===== src/rtl/l1_miss_arbiter.sv =====
// l1_miss_arbiter: sequences L1 I-cache and D-cache line refills over one
// shared 128-bit memory port. Misses are granted round-robin from IDLE. A
// dirty D-cache victim is written back before the fill. The owner's update
// strobe then pulses once with the registered fill line.
// Optional build macro MISS_PERF_CNT_EN adds saturating grant/write-back
// counters (i_miss_cnt, d_miss_cnt, wb_cnt).
//
// Memory handshake: mem_req rises with a transaction and holds, together with
// mem_we/mem_addr/mem_wdata, until the cycle in which mem_ack is sampled
// high. mem_ack is a one-cycle pulse, and mem_rdata is valid in that cycle.
// An ack outside WB/FILL is ignored.
module l1_miss_arbiter #(
    parameter logic [31:0] IO_BASE = 32'h11000000,
    parameter int          LINE_W  = 128
) (
    input  logic              CLK,
    input  logic              RESET,
    input  logic              i_miss,
    input  logic [31:0]       i_addr,
    output logic              i_update,
    output logic              i_stall,
    input  logic              d_miss,
    input  logic [31:0]       d_addr,
    input  logic              d_victim_dirty,
    input  logic [31:0]       d_victim_addr,
    input  logic [LINE_W-1:0] d_victim_line,
    output logic              d_update,
    output logic              d_stall,
    output logic [LINE_W-1:0] fill_line,
    output logic              mem_req,
    output logic              mem_we,
    output logic [31:0]       mem_addr,
    output logic [LINE_W-1:0] mem_wdata,
    input  logic [LINE_W-1:0] mem_rdata,
    input  logic              mem_ack,
    output logic              busy
`ifdef MISS_PERF_CNT_EN
   ,output logic [31:0]       i_miss_cnt,
    output logic [31:0]       d_miss_cnt,
    output logic [31:0]       wb_cnt
`endif
);

    typedef enum logic [2:0] {
        S_IDLE  = 3'd0,
        S_WB    = 3'd1,
        S_FILL  = 3'd2,
        S_UPD   = 3'd3,
        S_RECOV = 3'd4
    } state_e;

    // Owner / last_grant encoding: 0 = I-cache, 1 = D-cache.
    localparam logic OWN_I = 1'b0;
    localparam logic OWN_D = 1'b1;

    state_e             state_q, state_d;
    logic               owner_q, owner_d;
    logic               last_grant_q, last_grant_d;
    logic [31:0]        miss_addr_q, miss_addr_d;
    logic [31:0]        victim_addr_q, victim_addr_d;
    logic [LINE_W-1:0]  victim_line_q, victim_line_d;
    logic [LINE_W-1:0]  fill_line_q, fill_line_d;
    logic               mem_req_q, mem_req_d;
    logic               mem_we_q, mem_we_d;
    logic [31:0]        mem_addr_q, mem_addr_d;
    logic [LINE_W-1:0]  mem_wdata_q, mem_wdata_d;
    logic               i_update_q, i_update_d;
    logic               d_update_q, d_update_d;

    logic               ireq, dreq;
    logic               pick_d;
    logic [31:0]        sel_addr;

    // IO-space data accesses are uncached and never take part in arbitration.
    assign ireq = i_miss;
    assign dreq = d_miss && (d_addr < IO_BASE);

    // Next-state, grant/latch decisions and the registered Moore outputs.
    always_comb begin
        state_d       = state_q;
        owner_d       = owner_q;
        last_grant_d  = last_grant_q;
        miss_addr_d   = miss_addr_q;
        victim_addr_d = victim_addr_q;
        victim_line_d = victim_line_q;
        fill_line_d   = fill_line_q;
        pick_d        = 1'b0;
        sel_addr      = i_addr;

        case (state_q)
            S_IDLE: begin
                if (ireq || dreq) begin
                    // On a tie the side that did not win last time is served.
                    pick_d        = dreq && (!ireq || (last_grant_q == OWN_I));
                    sel_addr      = pick_d ? d_addr : i_addr;
                    owner_d       = pick_d;
                    last_grant_d  = pick_d;
                    miss_addr_d   = sel_addr & ~32'hF;
                    victim_addr_d = d_victim_addr & ~32'hF;
                    victim_line_d = d_victim_line;
                    state_d       = (pick_d && d_victim_dirty) ? S_WB : S_FILL;
                end
            end
            S_WB: begin
                if (mem_ack) state_d = S_FILL;
            end
            S_FILL: begin
                if (mem_ack) begin
                    fill_line_d = mem_rdata;
                    state_d     = S_UPD;
                end
            end
            S_UPD:   state_d = S_RECOV;
            S_RECOV: state_d = S_IDLE;
            default: state_d = S_IDLE;
        endcase

        mem_req_d   = (state_d == S_WB) || (state_d == S_FILL);
        mem_we_d    = (state_d == S_WB);
        mem_addr_d  = (state_d == S_WB)   ? victim_addr_d :
                      (state_d == S_FILL) ? miss_addr_d   : 32'h0;
        mem_wdata_d = (state_d == S_WB)   ? victim_line_d : '0;
        i_update_d  = (state_d == S_UPD) && (owner_d == OWN_I);
        d_update_d  = (state_d == S_UPD) && (owner_d == OWN_D);
    end

    // State and output registers; reset abandons any in-flight transaction.
    always_ff @(posedge CLK or posedge RESET) begin
        if (RESET) begin
            state_q       <= S_IDLE;
            owner_q       <= OWN_I;
            last_grant_q  <= OWN_I;
            miss_addr_q   <= 32'h0;
            victim_addr_q <= 32'h0;
            victim_line_q <= '0;
            fill_line_q   <= '0;
            mem_req_q     <= 1'b0;
            mem_we_q      <= 1'b0;
            mem_addr_q    <= 32'h0;
            mem_wdata_q   <= '0;
            i_update_q    <= 1'b0;
            d_update_q    <= 1'b0;
        end else begin
            state_q       <= state_d;
            owner_q       <= owner_d;
            last_grant_q  <= last_grant_d;
            miss_addr_q   <= miss_addr_d;
            victim_addr_q <= victim_addr_d;
            victim_line_q <= victim_line_d;
            fill_line_q   <= fill_line_d;
            mem_req_q     <= mem_req_d;
            mem_we_q      <= mem_we_d;
            mem_addr_q    <= mem_addr_d;
            mem_wdata_q   <= mem_wdata_d;
            i_update_q    <= i_update_d;
            d_update_q    <= d_update_d;
        end
    end

    assign busy      = (state_q != S_IDLE);
    assign fill_line = fill_line_q;
    assign mem_req   = mem_req_q;
    assign mem_we    = mem_we_q;
    assign mem_addr  = mem_addr_q;
    assign mem_wdata = mem_wdata_q;
    assign i_update  = i_update_q;
    assign d_update  = d_update_q;

    // Stalls cover the raw request and the owner's whole service, including
    // UPD and RECOV. They are forced low while RESET is held.
    assign i_stall = !RESET && (ireq || ((owner_q == OWN_I) && busy));
    assign d_stall = !RESET && (dreq || ((owner_q == OWN_D) && busy));

`ifdef MISS_PERF_CNT_EN
    logic [31:0] i_cnt_q, d_cnt_q, wb_cnt_q;
    logic        grant_any;
    logic        wb_entry;

    assign grant_any = (state_q == S_IDLE) && (state_d != S_IDLE);
    assign wb_entry  = (state_d == S_WB) && (state_q != S_WB);

    // Saturating event counters, cleared only by RESET.
    always_ff @(posedge CLK or posedge RESET) begin
        if (RESET) begin
            i_cnt_q  <= 32'h0;
            d_cnt_q  <= 32'h0;
            wb_cnt_q <= 32'h0;
        end else begin
            if (grant_any && (owner_d == OWN_I) && (i_cnt_q != 32'hFFFFFFFF))
                i_cnt_q <= i_cnt_q + 32'd1;
            if (grant_any && (owner_d == OWN_D) && (d_cnt_q != 32'hFFFFFFFF))
                d_cnt_q <= d_cnt_q + 32'd1;
            if (wb_entry && (wb_cnt_q != 32'hFFFFFFFF))
                wb_cnt_q <= wb_cnt_q + 32'd1;
        end
    end

    assign i_miss_cnt = i_cnt_q;
    assign d_miss_cnt = d_cnt_q;
    assign wb_cnt     = wb_cnt_q;
`endif

endmodule


===== config.mk =====
export PLATFORM = sky130hd
export DESIGN_NAME = l1_miss_arbiter
export DESIGN_NICKNAME = d
export VERILOG_FILES = /design/src/rtl/l1_miss_arbiter.sv
export SDC_FILE = /design/constraint.sdc
export NUM_CORES = 1
export LEC_CHECK = 0
export ABC_CLOCK_PERIOD_IN_PS = 35100
export CAP_MARGIN = 20
export CORE_AREA = 3 3 249 251
export CTS_CLUSTER_DIAMETER = 40
export DETAILED_ROUTE_END_ITERATION = 10
export DIE_AREA = 0 0 252 254
export PLACE_DENSITY_LB_ADDON = 0.15
export SLEW_MARGIN = 40
export SYNTH_ARGS = -nofsm -noshare
export SYNTH_HDL_FRONTEND = slang
export SYNTH_SLANG_ARGS = --single-unit

===== constraint.sdc =====
create_clock -name CLK -period 35.1 [get_ports CLK]
set_input_delay 5.265 -clock CLK [delete_from_list [all_inputs] [get_ports CLK]]
set_output_delay 5.265 -clock CLK [all_outputs]
set_load 0.005 [all_outputs]

* Word level (Yosys, flattened, before mapping)
Index checks and enable logic that the tools add are counted.
** Storage, ports and cells
- Flip-flop bits (word level) :: 489
- Input port bits :: 358
- Output and inout port bits :: 295
- Word-level logic and storage cells :: 60
** Operators by class
- Order comparisons :: 1
- Equality and inequality tests :: 6
- Muxes and demuxes :: 17
- Bitwise logic cells :: 3
- Reduce and logical (&&, ||, !) cells :: 20
** Operators by type and width (number)
- 128-bit two-way mux :: 3
- 32-bit two-way mux :: 7
- 32-bit by 29-bit less-than comparator with 1-bit output (second input constant) :: 1
- 3-bit by 2-bit equality test with 1-bit output (second input constant) :: 4
- 3-bit one-hot mux with 4 select lines :: 1
- 1-bit logical AND :: 9
- 3-bit two-way mux :: 3
- 3-bit by 1-bit equality test with 1-bit output (second input constant) :: 2
- 1-bit logical OR :: 5
- 2-bit AND reduction :: 2
- 3-bit logical NOT :: 1
- 1-bit inverter :: 3
- 3-bit nonzero test :: 1
- 1-bit logical NOT :: 2
- 1-bit two-way mux :: 2
- 2-bit two-way mux :: 1

* Longest topological paths before layout
- Depth after elaboration :: 10
- Gate-level depth with buffers :: 8
- Mapped depth without buffers :: 5

* Worst setup path before layout
Ideal clock, no wire load.
- Kind :: input-to-output
- Start point :: in d_addr[26]
- End point :: out d_stall
- Arrival :: 5993 ps
- Data required time :: 29835 ps
- Setup slack :: 23842 ps
- Cell stages on the path :: 3
- Buffers on the path :: 0
- Path through :: o41ai_4 a22oi_1 nor2_1
** On the way
- Word-level cells in the longest chain between the ends :: 4
** Ends and longest elaborated chain
- from (decl) :: line 23 : input logic [31:0] d_addr,
- 32-bit by 29-bit less-than comparator with 1-bit output :: line 76 : assign dreq = d_miss && (d_addr < IO_BASE);
- 1-bit logical AND :: line 76
- 1-bit logical OR :: line 172 : assign d_stall = !RESET && (dreq || ((owner_q == OWN_D) && busy));
- 1-bit logical AND :: line 172
- to (decl) :: line 28 : output logic d_stall,
No other way between the ends.

* Worst setup path in the final report
Ends and elaborated chain as after synthesis.

==> metrics <==
status=complete, no violations; Routed Antenna Nets=0; Clock Tree Buf Depth=3; TritonCTS clock tree=done; R2R cell count=6; TNS Setup=0 ns; Netlist cell types=35; Mapped Area=17900 um2; ys async rst share=100%; CTS Hold Bufs=0; Yosys reg bits=489; Fin Hold WS=0.450 ns; GRT Total Usage=16.6%; Congestion Overflow GR=0; RSZ-0062 raised after global routing=no; CTS H-tree depth=3; vias per cell=4.29; Place WS=22.35 ns; Synth Instances=1324; Max Fclk=78.8 MHz; # resized after CTS=0; area leader, netlist=dfrtp_1; GP Congestion=0.785; Final #Nets=2359; Peak VDD IR=0.0000511 V; Hold Crit Class=reg -> reg; CTS sink cnt=489; Hold Path End=mem_addr[17]; post-route setup slack=22.41 ns; CP endpoint kind=primary output; synth top area cells=dfrtp_1, mux2i_1, mux2_2, inv_1, nor2_1; Post-synth top cells=dfrtp_1, mux2i_1, inv_1; final hold vios=0; Worst-Skew Late Latency=0.61 ns; PwrDens=86.5 nW/um2; fin crit share=36.2%; post-CTS setup buffers=0; Initial Util=29.8%; Setup violations, final=0; Area Growth Syn to Fin=56.5%; Ports=653; register area share after synthesis=68.2%; Worst Hold Depth=2; RR Endpoint=mem_wdata[53]; Root Buffer=clkbuf_16; synthesized area per cell=13.6 um2; share of the synthesized area in the top cell type=68.2%; Worst-path clk slew=0.06 ns; P_leak=13.7 nW; nature of the critical path startpoint=input port; number of global-route vias before repair=13100; Setup Skew=0.0361 ns; post-layout min period=12.69 ns; Via Count=12200; antenna violations before repair=8; hold_sp=miss_addr_q[17]; Most used DFF post-synth=dfrtp_1; top-count cell post-synth=dfrtp_1; FP Rows=90; DRC Markers=0; Ys Warns=0; port bufs=640; drt pass-1 iters=4; Post-synth EDFFs=0; Slew Limit Fails=0; worst path required time=29.83 ns; R2R Setup Slk=31.85 ns; initial drt markers=523; width of the die=252 um; max_cap viols=0; Worst slew margin=45.4%; die height=254 um; Post-Route WL=54.3 mm; FF-to-FF Start=state_q[0]; Num CTS Buffers=84; Crit Path Class=in -> out; DR WL/cell=19.0 um; die area=64000 um2; CP Max Fanout=9; detailed placement HPWL=38.6 mm; global-route wire length before repair=80.5 mm; fraction of layout cells with a size suffix above 1=14.7%; worst-margin pin slew=0.819 ns; syn nets=1682; largest net degree at the start of global routing=107; CORE AREA=60100 um2; WP data arrival=7.43 ns
-- report_power, final --
part | total [W] | internal [W] | switching [W] | leakage (nW)
logic | 0.000745 | 0.000411 | 0.000334 | 6.19
registers | 0.000875 | 0.000790 | 0.0000855 | 6.13
clock network | 0.000808 | 0.000517 | 0.000291 | 1.40
total | 0.00243 | 0.00172 | 0.000711 | 13.7
-- layout make-up --
type	count	area [um2]
diodes	2	5.00
clock buffers	107	2350
clock inverters	46	534
fillers	5442	32100
inverters	176	673
multi-input cells	595	4740
flip-flops and latches	489	12200
well taps	782	978
repair buffers	655	6570
-- logic make-up (layout without fill, tap and decap cells) --
| logic type | count (synthesis) | after routing | share of synthesized area [%] |
|---|---|---|---|
| flip-flops | 489 | 489 | 68.2 |
| AND/OR/NAND/NOR | 211 | 211 | 4.93 |
| AO/OA/AOI/OAI | 72 | 72 | 2.91 |
| buffers and inverters | 240 | 984 | 5.68 |
| other | 0 | 2 | 0 |
| multiplexers | 312 | 312 | 18.3 |
-- critical path, cell delays in order --
cell and delay, ns:
clkdlybuf4s50_1 0.47, o41ai_4 0.76, a22oi_1 0.26, nor2_1 0.16
clkdlybuf4s50_1 0.51
-- per-stage QoR --
step                      cells  area (um2)  utilization, %  total power, W
after floorplan            1324       17900               -         0.00124
after global placement     2697       25100            41.8         0.00162
after detailed placement   2697       25200            41.9         0.00164
after CTS                  2850       28100            46.7         0.00247
after global routing       2852       28100            46.7         0.00258
final                      2852       28100            46.7         0.00243
-- worst max-delay path by stage --
stage                           from       end  cells after the start
after global placement    d_addr[26]   d_stall                      5
after CTS                 d_addr[26]   d_stall                      5
after global routing      d_addr[26]   d_stall                      5
final                     d_addr[26]   d_stall                      5
after detailed placement  d_addr[26]   d_stall                      5
after floorplan                RESET  d_update                      1
-- metal layers --
layer / global-route usage [%] / part of all wire [%]
met1: 18.7 / 37
met4: 6.18 / 2.9
met3: 6.68 / 8.7
met2: 28.5 / 51
met5: 0 / 0.12
-- state kept, by name, summed over array words and instances, names as in the netlist --
name,count
fill_line,128
owner_q,1
mem_we,1
mem_wdata,128
miss_addr_q,32
i_update,1
mem_req,1
d_update,1
victim_addr_q,32
last_grant_q,1
mem_addr,32
state_q,3
victim_line_q,128
-- placed cells by master, fill, tap and decap left out, types with 2 or more instances in the layout --
| cell type | n |
|---|---|
| clkinv_2 | 13 |
| o21ai_0 | 28 |
| buf_4 | 4 |
| inv_6 | 5 |
| nor2b_1 | 2 |
| o221ai_1 | 25 |
| a22oi_1 | 2 |
| clkinv_8 | 2 |
| inv_16 | 3 |
| nor4b_4 | 2 |
| diode_2 | 2 |
| mux2_2 | 129 |
| nand2_1 | 63 |
| inv_1 | 175 |
| clkinvlp_4 | 8 |
| bufinv_16 | 5 |
| dfrtp_1 | 489 |
| clkdlybuf4s50_1 | 640 |
| a31oi_1 | 3 |
| a31oi_4 | 2 |
| clkbuf_16 | 84 |
| clkbuf_8 | 18 |
| clkbuf_1 | 7 |
| o22ai_1 | 7 |
| clkinv_16 | 2 |
| nor2_1 | 132 |
| clkinv_4 | 9 |
| mux2i_1 | 183 |
| buf_6 | 9 |
| nor4b_1 | 2 |
Power figures use the tool's default switching activity.
